**src/rtl/alu_pkg.sv**
```systemverilog
// Shared definitions for the multi-cycle ALU.
// Op encodings, FSM states and width helpers.
package alu_pkg;

  typedef enum logic [2:0] {
    OP_ADD = 3'd0,
    OP_SUB = 3'd1,
    OP_AND = 3'd2,
    OP_XOR = 3'd3,
    OP_SLL = 3'd4,
    OP_SRL = 3'd5,
    OP_COM = 3'd6,
    OP_MUL = 3'd7
  } op_e;

  typedef enum logic [1:0] {
    S_IDLE,
    S_MUL,
    S_DONE
  } state_e;

  function automatic int shw(input int dsize);
    return $clog2(dsize);
  endfunction

endpackage

```
**src/rtl/alu_mc_seq_mul.sv**
```systemverilog
// Iterative shift-add multiplier, one multiplier bit per cycle.
// Returns the full unsigned double-width product.
module seq_mul
  import alu_pkg::*;
#(
  parameter int DSIZE = 16
) (
  input  logic                 clk,
  input  logic                 rst_n,
  input  logic                 start,
  input  logic [DSIZE-1:0]     a,
  input  logic [DSIZE-1:0]     b,
  output logic                 done,
  output logic [2*DSIZE-1:0]   prod
);

  localparam int CW = shw(DSIZE) + 1;

  logic [DSIZE-1:0]   mcand_q, mcand_d;
  logic [2*DSIZE-1:0] acc_q, acc_d;
  logic [CW-1:0]      cnt_q, cnt_d;
  logic               run_q, run_d;
  logic               done_q, done_d;
  logic [DSIZE:0]     psum;

  always_comb begin
    mcand_d = mcand_q;
    acc_d   = acc_q;
    cnt_d   = cnt_q;
    run_d   = run_q;
    done_d  = 1'b0;
    psum    = {1'b0, acc_q[2*DSIZE-1:DSIZE]}
            + ({1'b0, mcand_q} & {(DSIZE+1){acc_q[0]}});
    if (start) begin
      // first partial product is folded into the start cycle
      mcand_d = a;
      acc_d   = {1'b0, a & {DSIZE{b[0]}}, b[DSIZE-1:1]};
      cnt_d   = '0;
      run_d   = 1'b1;
    end else if (run_q) begin
      acc_d = {psum, acc_q[DSIZE-1:1]};
      cnt_d = cnt_q + CW'(1);
      if (cnt_q == CW'(DSIZE - 2)) begin
        run_d  = 1'b0;
        done_d = 1'b1;
      end
    end
  end

  always_ff @(posedge clk or negedge rst_n) begin
    if (!rst_n) begin
      mcand_q <= '0;
      acc_q   <= '0;
      cnt_q   <= '0;
      run_q   <= 1'b0;
      done_q  <= 1'b0;
    end else begin
      mcand_q <= mcand_d;
      acc_q   <= acc_d;
      cnt_q   <= cnt_d;
      run_q   <= run_d;
      done_q  <= done_d;
    end
  end

  assign done = done_q;
  assign prod = acc_q;

endmodule

```
**src/rtl/alu_mc.sv**
```systemverilog
// Multi-cycle EX-stage ALU with valid/ready handshakes,
// full flag set and an iterative double-width multiplier.
module alu_mc
  import alu_pkg::*;
#(
  parameter int DSIZE      = 16,
  parameter int SIGNED_CMP = 0
) (
  input  logic             clk,
  input  logic             rst_n,
  input  logic             in_valid,
  output logic             in_ready,
  input  logic [DSIZE-1:0] a,
  input  logic [DSIZE-1:0] b,
  input  logic [2:0]       op,
  output logic             out_valid,
  input  logic             out_ready,
  output logic [DSIZE-1:0] out,
  output logic [DSIZE-1:0] out_hi,
  output logic             zero,
  output logic             carry,
  output logic             ovf,
  output logic             neg,
  output logic             busy
);

  localparam logic [DSIZE-1:0] DSZ = DSIZE'(DSIZE);

  state_e             state_q, state_d;
  logic [DSIZE-1:0]   out_q, out_d, hi_q, hi_d;
  logic               zero_q, zero_d, carry_q, carry_d;
  logic               ovf_q, ovf_d, neg_q, neg_d;

  logic               accept, mul_start, mul_done;
  logic [2*DSIZE-1:0] prod;
  logic [DSIZE:0]     sum, diff;
  logic [DSIZE-1:0]   res;
  logic               res_c, res_v, le;

  assign in_ready  = (state_q == S_IDLE)
                   || (state_q == S_DONE && out_ready);
  assign accept    = in_valid && in_ready;
  assign mul_start = accept && (op == OP_MUL);

  seq_mul #(.DSIZE(DSIZE)) u_mul (
    .clk   (clk),
    .rst_n (rst_n),
    .start (mul_start),
    .a     (a),
    .b     (b),
    .done  (mul_done),
    .prod  (prod)
  );

  always_comb begin
    sum   = {1'b0, a} + {1'b0, b};
    diff  = {1'b0, a} - {1'b0, b};
    le    = (SIGNED_CMP != 0) ? ($signed(a) <= $signed(b))
                              : (a <= b);
    res   = '0;
    res_c = 1'b0;
    res_v = 1'b0;
    unique case (op)
      OP_ADD: begin
        res   = sum[DSIZE-1:0];
        res_c = sum[DSIZE];
        res_v = (a[DSIZE-1] == b[DSIZE-1])
             && (sum[DSIZE-1] != a[DSIZE-1]);
      end
      OP_SUB: begin
        res   = diff[DSIZE-1:0];
        res_c = diff[DSIZE];
        res_v = (a[DSIZE-1] != b[DSIZE-1])
             && (diff[DSIZE-1] != a[DSIZE-1]);
      end
      OP_AND: res = a & b;
      OP_XOR: res = a ^ b;
      OP_SLL: res = (b >= DSZ) ? '0 : a << b;
      OP_SRL: res = (b >= DSZ) ? '0 : a >> b;
      OP_COM: res = {{(DSIZE-1){1'b0}}, le};
      OP_MUL: res = '0;
    endcase
  end

  always_comb begin
    state_d = state_q;
    out_d   = out_q;
    hi_d    = hi_q;
    zero_d  = zero_q;
    carry_d = carry_q;
    ovf_d   = ovf_q;
    neg_d   = neg_q;
    unique case (state_q)
      S_IDLE, S_DONE: begin
        if (accept) begin
          if (op == OP_MUL) begin
            state_d = S_MUL;
          end else begin
            state_d = S_DONE;
            out_d   = res;
            hi_d    = '0;
            zero_d  = (res == '0);
            neg_d   = res[DSIZE-1];
            carry_d = res_c;
            ovf_d   = res_v;
          end
        end else if (state_q == S_DONE && out_ready) begin
          state_d = S_IDLE;
        end
      end
      S_MUL: begin
        if (mul_done) begin
          state_d = S_DONE;
          out_d   = prod[DSIZE-1:0];
          hi_d    = prod[2*DSIZE-1:DSIZE];
          zero_d  = (prod == '0);
          neg_d   = prod[2*DSIZE-1];
          carry_d = 1'b0;
          ovf_d   = 1'b0;
        end
      end
      default: state_d = S_IDLE;
    endcase
  end

  always_ff @(posedge clk or negedge rst_n) begin
    if (!rst_n) begin
      state_q <= S_IDLE;
      out_q   <= '0;
      hi_q    <= '0;
      zero_q  <= 1'b0;
      carry_q <= 1'b0;
      ovf_q   <= 1'b0;
      neg_q   <= 1'b0;
    end else begin
      state_q <= state_d;
      out_q   <= out_d;
      hi_q    <= hi_d;
      zero_q  <= zero_d;
      carry_q <= carry_d;
      ovf_q   <= ovf_d;
      neg_q   <= neg_d;
    end
  end

  assign out_valid = (state_q == S_DONE);
  assign busy      = (state_q == S_MUL);
  assign out       = out_q;
  assign out_hi    = hi_q;
  assign zero      = zero_q;
  assign carry     = carry_q;
  assign ovf       = ovf_q;
  assign neg       = neg_q;

endmodule

```
**config.mk**
```make
export PLATFORM = sky130hd
export DESIGN_NAME = alu_mc
export DESIGN_NICKNAME = d
export VERILOG_FILES = /design/src/rtl/alu_pkg.sv /design/src/rtl/alu_mc_seq_mul.sv /design/src/rtl/alu_mc.sv
export SDC_FILE = /design/constraint.sdc
export NUM_CORES = 1
export LEC_CHECK = 0
export CAP_MARGIN = 20
export CORE_UTILIZATION = 45
export CTS_CLUSTER_DIAMETER = 80
export CTS_CLUSTER_SIZE = 28
export DETAILED_ROUTE_END_ITERATION = 6
export HOLD_SLACK_MARGIN = 0.02
export PLACE_DENSITY_LB_ADDON = 0.25
export SYNTH_ARGS = -nofsm -noshare
export SYNTH_HDL_FRONTEND = slang
export SYNTH_SLANG_ARGS = --single-unit
```
**constraint.sdc**
```tcl
create_clock -name clk -period 3.45 [get_ports clk]
set_input_delay 0.8625 -clock clk [delete_from_list [all_inputs] [get_ports clk]]
set_output_delay 0.8625 -clock clk [all_outputs]
set_load 0.05 [all_outputs]
```
==> metrics.yaml, run 1 <==
path_common_cell: "buf_4"
rsz0062_at_grt: "yes"
setup_violations: 1
drive_gt1_share_pct: 35.42
fin_nets: 1490
die_area_um2: 19580
synthArstFlopShare_pct: 100.0
cp_slowest_stage_delay_ns: 0.52
cts.sinks: 93
cts_hold_buf: 0
grtUsageTotal_pct: 33.70
hold_viol_final: 0
routabilityCongestion: 1.019
fin_ws_ns: -0.2364
criticalPathCategory: "input pin to register"
cts_tree: "built"
post_drt_via_cell_ratio: 5.871
rr_startpoint: "u_mul.prod[0]"
violations: "setup timing"
ys_seq_area_share_pct: 27.19
cap_violations: 0
worstPathArrival_ns: 3.93
required_ns: 3.70
diodes: 0
die_x_um: 139.9
end_kind: "register"
cellLeakagePower_nw: 6.016
r2r_setup_slack_ns: 0.23
insertion_delay_ns: 0.34
critPathLaunch: "b[1]"
antenna_left: 0
worstPathCellList: "buf_12, bufbuf_16, buf_4, mux2_4, buf_4, mux2i_2, mux2i_1, a21oi_1, a221oi_2, a211o_1, or3_1, or4_4, o31ai_2"
start_util_pct: 45.91
netlist_top_cells_count: "nand2_1, dfrtp_1, a21oi_1"
antenna_found_initial: 0
dp_cells: 1574
h-tree-depth: 3
dp_hpwl_um: 25110
timing.slew.headroom_pct: 34.29
first_iter_violations: 797
areaGrowthSynthToFinish_pct: 50.66
die_h_um: 139.9
yosysTopAreaCellShare_pct: 27.19
finalClockSkew_ns: 0.01380
cts.clk_slew.worst_paths_ns: 0.06
syn_nets: 1160
drtPass1Iterations: 5
numPortBuffers: 77
tightest_slew_ns: 0.9857
grt_max_degree: 59
post-route-period-util_pct: 106.9
yosysWarnings: 0
root_buffer: "clkbuf_16"
rows: 50
synthTopCellsByArea: "dfrtp_1, mux2i_1, nand2_1"
path_max_fanout: 7
wire_per_inst_um: 20.07
coreArea_um2: 18640
synth_edf_count: 0
grt_pass1_wl_um: 51180
clockBufferDepth: 2
yosysUniqueCellTypes: 74
wl_um: 32850
slew_violations: 0
r2r-end: "u_mul.prod[28]"
endpoint: "zero"
dp_slack_ns: -1.209
finalNonFillerCells: 1637
wl_met2_um: 15060
gr-total-overflow: 0
irDropWorstVdd_v: 0.0003011
avgSynthCellArea_um2: 8.014
syn_area_um2: 8559
num_io_pins: 78
vias: 9611
numCtsBuffers: 9
synth-seq-cells: 93
yosys.area.top_type: "dfrtp_1"
yosysMostFrequentCell: "nand2_1"
status: "complete, but fails checks"
wl_met1_um: 14240
met3WireLength_um: 2041
fill_cells: 1541
hold_class: "register to register"
synth_ff_type: "dfrtp_1"
grt_pass1_vias: 9317
crit_path_start_kind: "input pin"
remaining_drc_errors: 0
power.density_nw_per_um2: 477.9
max_freq_mhz: 271.3
r2r_cells: 12
period_needed_ns: 3.686
dr.max_layer_used: "met4"
crit_slowest_cell: "or4_4"
syn_inst: 1068
[per-layer routing]
layer | vias up | global-route usage (%)
met5 | - | 0
met4 | 0 | 15.21
met3 | 87 | 4.000
met2 | 424 | 54.18
met1 | 4562 | 45.54
li1 | 4538 | -
[worst min path at each step]
stage | from | to | cells after the start
floorplan | u_mul.mcand_q[15] | u_mul.mcand_q[15] | 2
global placement | u_mul.mcand_q[15] | u_mul.mcand_q[15] | 2
detailed placement | u_mul.mcand_q[3] | u_mul.mcand_q[3] | 2
CTS | u_mul.mcand_q[14] | u_mul.mcand_q[14] | 2
global route | out[2] | out[2] | 1
finish | u_mul.mcand_q[0] | u_mul.mcand_q[0] | 2
[power by group]
group,switching (mW),internal (mW),total (mW)
Combinational,1.65,1.50,3.15
Sequential,0.440,1.46,1.90
Clock,0.460,0.654,1.11
Total,2.55,3.61,6.16
[cells by family (layout without fill, tap and decap cells)]
kind of cell	Yosys count	count (layout)	synth area share, %
DFF	93	93	27.19
buffers and inverters	112	447	5.292
adders and majority gates	53	53	8.011
and+or+nand+nor	383	383	20.96
AOI/OAI and AO/OA	298	298	21.66
muxes	100	100	13.92
xor gates and xnor gates	29	29	2.967
[area by class of cell]
class	count	area [µm²]	area share, %
multi-input cells	863	6505	50.44
repair buffers	386	3248	25.19
flip-flops and latches	93	2328	18.06
well taps	234	292.8	2.270
clock buffers	9	225.2	1.746
inverters	45	181.4	1.407
clock inverters	7	115.1	0.8926
[cells in the final DEF, fill, tap and decap left out, drive strengths merged, types with 4 or more instances in the layout]
cell           Yosys  routed
buf               18     326
xor2               9       9
a21boi             4       4
nor2b             10      10
nor2              67      67
nand3             17      17
nand2b            13      13
o21ai             91      91
o21a               5       5
a211oi            13      13
and2              20      20
nand2            170     170
a21oi             89      89
dlygate4sd2        0      10
a221oi             7       7
o211ai            11      11
mux2              23      23
nor4              20      20
a211o             12      12
and3               5       5
nor3              20      20
mux2i             65      65
inv               44      47
clkbuf            49      12
nand4             13      13
nor3b              7       7
a21o              10      10
dfrtp             93      93
or3                5       5
a221o              4       4
mux4              12      12
xnor2             20      20
o22ai              6       6
or4                6       6
ha                50      50
a31oi              6       6
a311oi             4       4
o31ai              6       6
clkdlybuf4s50      0      41
[what timing repair did]
item,4_1_cts,5_1_grt
gates cloned,1,1
resized for setup,202,46
buffers inserted,36,12
endpoints found under the setup margin,19,14
pin swaps,52,31
[worst max-delay path: cells and delay by family]
kind	cells	cell delay, ns
simple gates	2	0.92
compound gates	4	0.87
buf+inv	4	0.66
mux	3	0.60
[flip-flops by register name, summed over array words and instances, names as in the netlist]
| name | flops |
|---|---|
| ovf | 1 |
| zero | 1 |
| u_mul.prod | 32 |
| state_q | 2 |
| carry | 1 |
| u_mul.done | 1 |
| out | 16 |
| u_mul.mcand_q | 16 |
| neg | 1 |
| u_mul.cnt_q | 5 |
| out_hi | 16 |
| u_mul.run_q | 1 |
[stage by stage]
step | power (mW) | hold slack [ns] | utilization, % | cell area (µm²) | setup TNS [ns]
after global placement | 4.749 | 0.4500 | 61.72 | 11510 | -14.65
final | 6.163 | 0.4704 | 69.17 | 12900 | -0.2364
after CTS | 6.084 | 0.4748 | 67.56 | 12590 | -0.5632
after global routing | 6.562 | 0.4895 | 69.17 | 12900 | -0.4116
after floorplan | 3.773 | 0.4380 | - | 8730 | -0.2692
after detailed placement | 4.830 | 0.4552 | 61.72 | 11510 | -14.70
No activity file was read; power rests on OpenSTA's default activity.
==> run 2: changes to the inputs <==
GPL_TIMING_DRIVEN = 1   (was unset)
MAX_ROUTING_LAYER = met4   (was unset)
==> metrics.yaml, run 2 (synthesis results as in run 1) <==
r2r_setup_slack_ns: 0.34
vias: 9679
final_common_cell: "buf_4"
layout_common_cells: "buf_4, nand2_1, dfrtp_1"
multi_input_area_um2: 6504
antenna_found_initial: 0
crit_slowest_cell: "or4_1"
numCtsBuffers: 9
endpoint: "zero"
num_io_pins: 78
remaining_drc_errors: 0
r2r_cells: 13
grtUsageTotal_pct: 34.31
end_kind: "register"
cap_violations: 0
power.density_nw_per_um2: 474.6
cts_hold_buf: 0
grt_pass1_wl_um: 50800
grt_pass1_vias: 9197
fin_ws_ns: -0.2027
fin_nets: 1490
violations: "setup timing"
antenna_left: 0
post_dp_cell_area_um2: 11470
start_util_pct: 45.91
tightest_slew_ns: 0.8486
finalClockSkew_ns: 0.01266
hold_class: "register to register"
required_ns: 3.72
critPathLaunch: "a[4]"
cts_tree: "built"
hold_viol_final: 0
rows: 50
final_util_pct: 69.30
numPortBuffers: 77
setup_violations: 1
wl_um: 32860
die_x_um: 139.9
criticalPathCategory: "input pin to register"
critical-path-top-delay-family: "simple AND/OR/NAND/NOR gates"
insertion_delay_ns: 0.35
diodes: 0
first_iter_violations: 925
post-route-period-util_pct: 105.9
root_buffer: "clkbuf_16"
cts.clk_slew.worst_paths_ns: 0.07
drive_gt1_share_pct: 35.21
worstPathCellList: "buf_2, buf_4, mux2_2, mux4_2, nand2_2, a311o_1, a311oi_2, o21ai_1, nand4_1, or4_1, or4_4, o31ai_2"
coreArea_um2: 18640
cp_slowest_stage_delay_ns: 0.52
timing.slew.headroom_pct: 43.43
irDropWorstVdd_v: 0.0002640
routabilityCongestion: 1.055
h-tree-depth: 3
rr_startpoint: "u_mul.prod[0]"
slew_violations: 0
status: "complete, but fails checks"
worst-path-stages: 12
dp_hpwl_um: 24770
stdcell_area_um2: 12920
wire_per_inst_um: 20.08
fill_cells: 1504
largest_reg_flops: 32
crit_path_start_kind: "input pin"
worstPathArrival_ns: 3.92
drtPass1Iterations: 5
clockBufferDepth: 2
grt_max_degree: 53
cellLeakagePower_nw: 6.035
seq_area_um2: 2328
path_max_fanout: 5
areaGrowthSynthToFinish_pct: 50.93
rsz0062_at_grt: "yes"
period_needed_ns: 3.653
die_area_um2: 19580
gr-total-overflow: 0
r2r-end: "u_mul.prod[28]"
cts.sinks: 93
die_h_um: 139.9
holdWs_ns: 0.4742
cp_num_buf_inv: 2
max_freq_mhz: 273.8
post_drt_via_cell_ratio: 5.913
-- run 2: worst min-delay path by stage --
stage	cells after the start	end	slack, ns	startpoint
2_1_floorplan	2	u_mul.mcand_q[15]	0.44	u_mul.mcand_q[15]
3_3_place_gp	2	u_mul.mcand_q[7]	0.45	u_mul.mcand_q[7]
3_5_place_dp	2	u_mul.mcand_q[8]	0.46	u_mul.mcand_q[8]
4_1_cts	2	u_mul.mcand_q[2]	0.48	u_mul.mcand_q[2]
5_1_grt	2	u_mul.mcand_q[8]	0.49	u_mul.mcand_q[8]
6_report	2	u_mul.mcand_q[14]	0.47	u_mul.mcand_q[14]
-- run 2: worst reg2reg max path: cells and delay by family (launching register included) --
kind                     cells  cell delay (ns)
AO/OA/AOI/OAI                7             1.59
XOR/XNOR                     1             0.18
adder cells (fa/ha/maj)      1             0.27
buffers and inverters        1             0.06
flip-flops                   1             0.47
multiplexers                 1             0.14
AND/OR/NAND/NOR              2             0.26
-- run 2: metal layers --
| metal | GRT usage [%] | up-vias | share of wire (%) | routed length [µm] |
|---|---|---|---|---|
| met5 | - | - | 0 | 0 |
| met4 | 14.69 | 0 | 4.4 | 1457 |
| met3 | 4.410 | 98 | 7.1 | 2327 |
| met2 | 53.71 | 451 | 45 | 14900 |
| met1 | 44.70 | 4596 | 43 | 14180 |
| li1 | - | 4534 | - | - |
-- run 2: what timing repair did --
item / CTS / global route
setup endpoints to repair: 18 / 12
setup buffers: 35 / 14
gates resized for setup: 186 / 85
gates cloned: 0 / 1
pin swaps: 67 / 38
-- run 2: power by group --
group,leakage (nW),total (mW),switching [mW],internal [mW]
logic,4.71,3.19,1.68,1.51
clock network,0.151,1.06,0.476,0.580
registers,1.17,1.89,0.433,1.46
total,6.03,6.13,2.59,3.55
-- run 2: cell type report --
type | instances | area share (%)
Sequential cell | 93 | 18.02
Inverter | 45 | 1.424
Timing Repair Buffer | 386 | 25.49
Clock inverter | 7 | 0.7070
Multi-Input combinational cell | 863 | 50.34
Clock buffer | 9 | 1.743
Tap cell | 234 | 2.266
-- run 2: per-stage QoR --
stage          cells  setup TNS (ns)  power [mW]  setup WS [ns]
2_1_floorplan   1068         -0.2692       3.773        -0.2692
3_3_place_gp    1574          -15.24       4.740         -1.123
3_5_place_dp    1575          -13.62       4.825         -1.186
4_1_cts         1625         -0.2055       6.014        -0.2055
5_1_grt         1637         -0.4177       6.499        -0.2948
6_report        1637         -0.2027       6.132        -0.2027
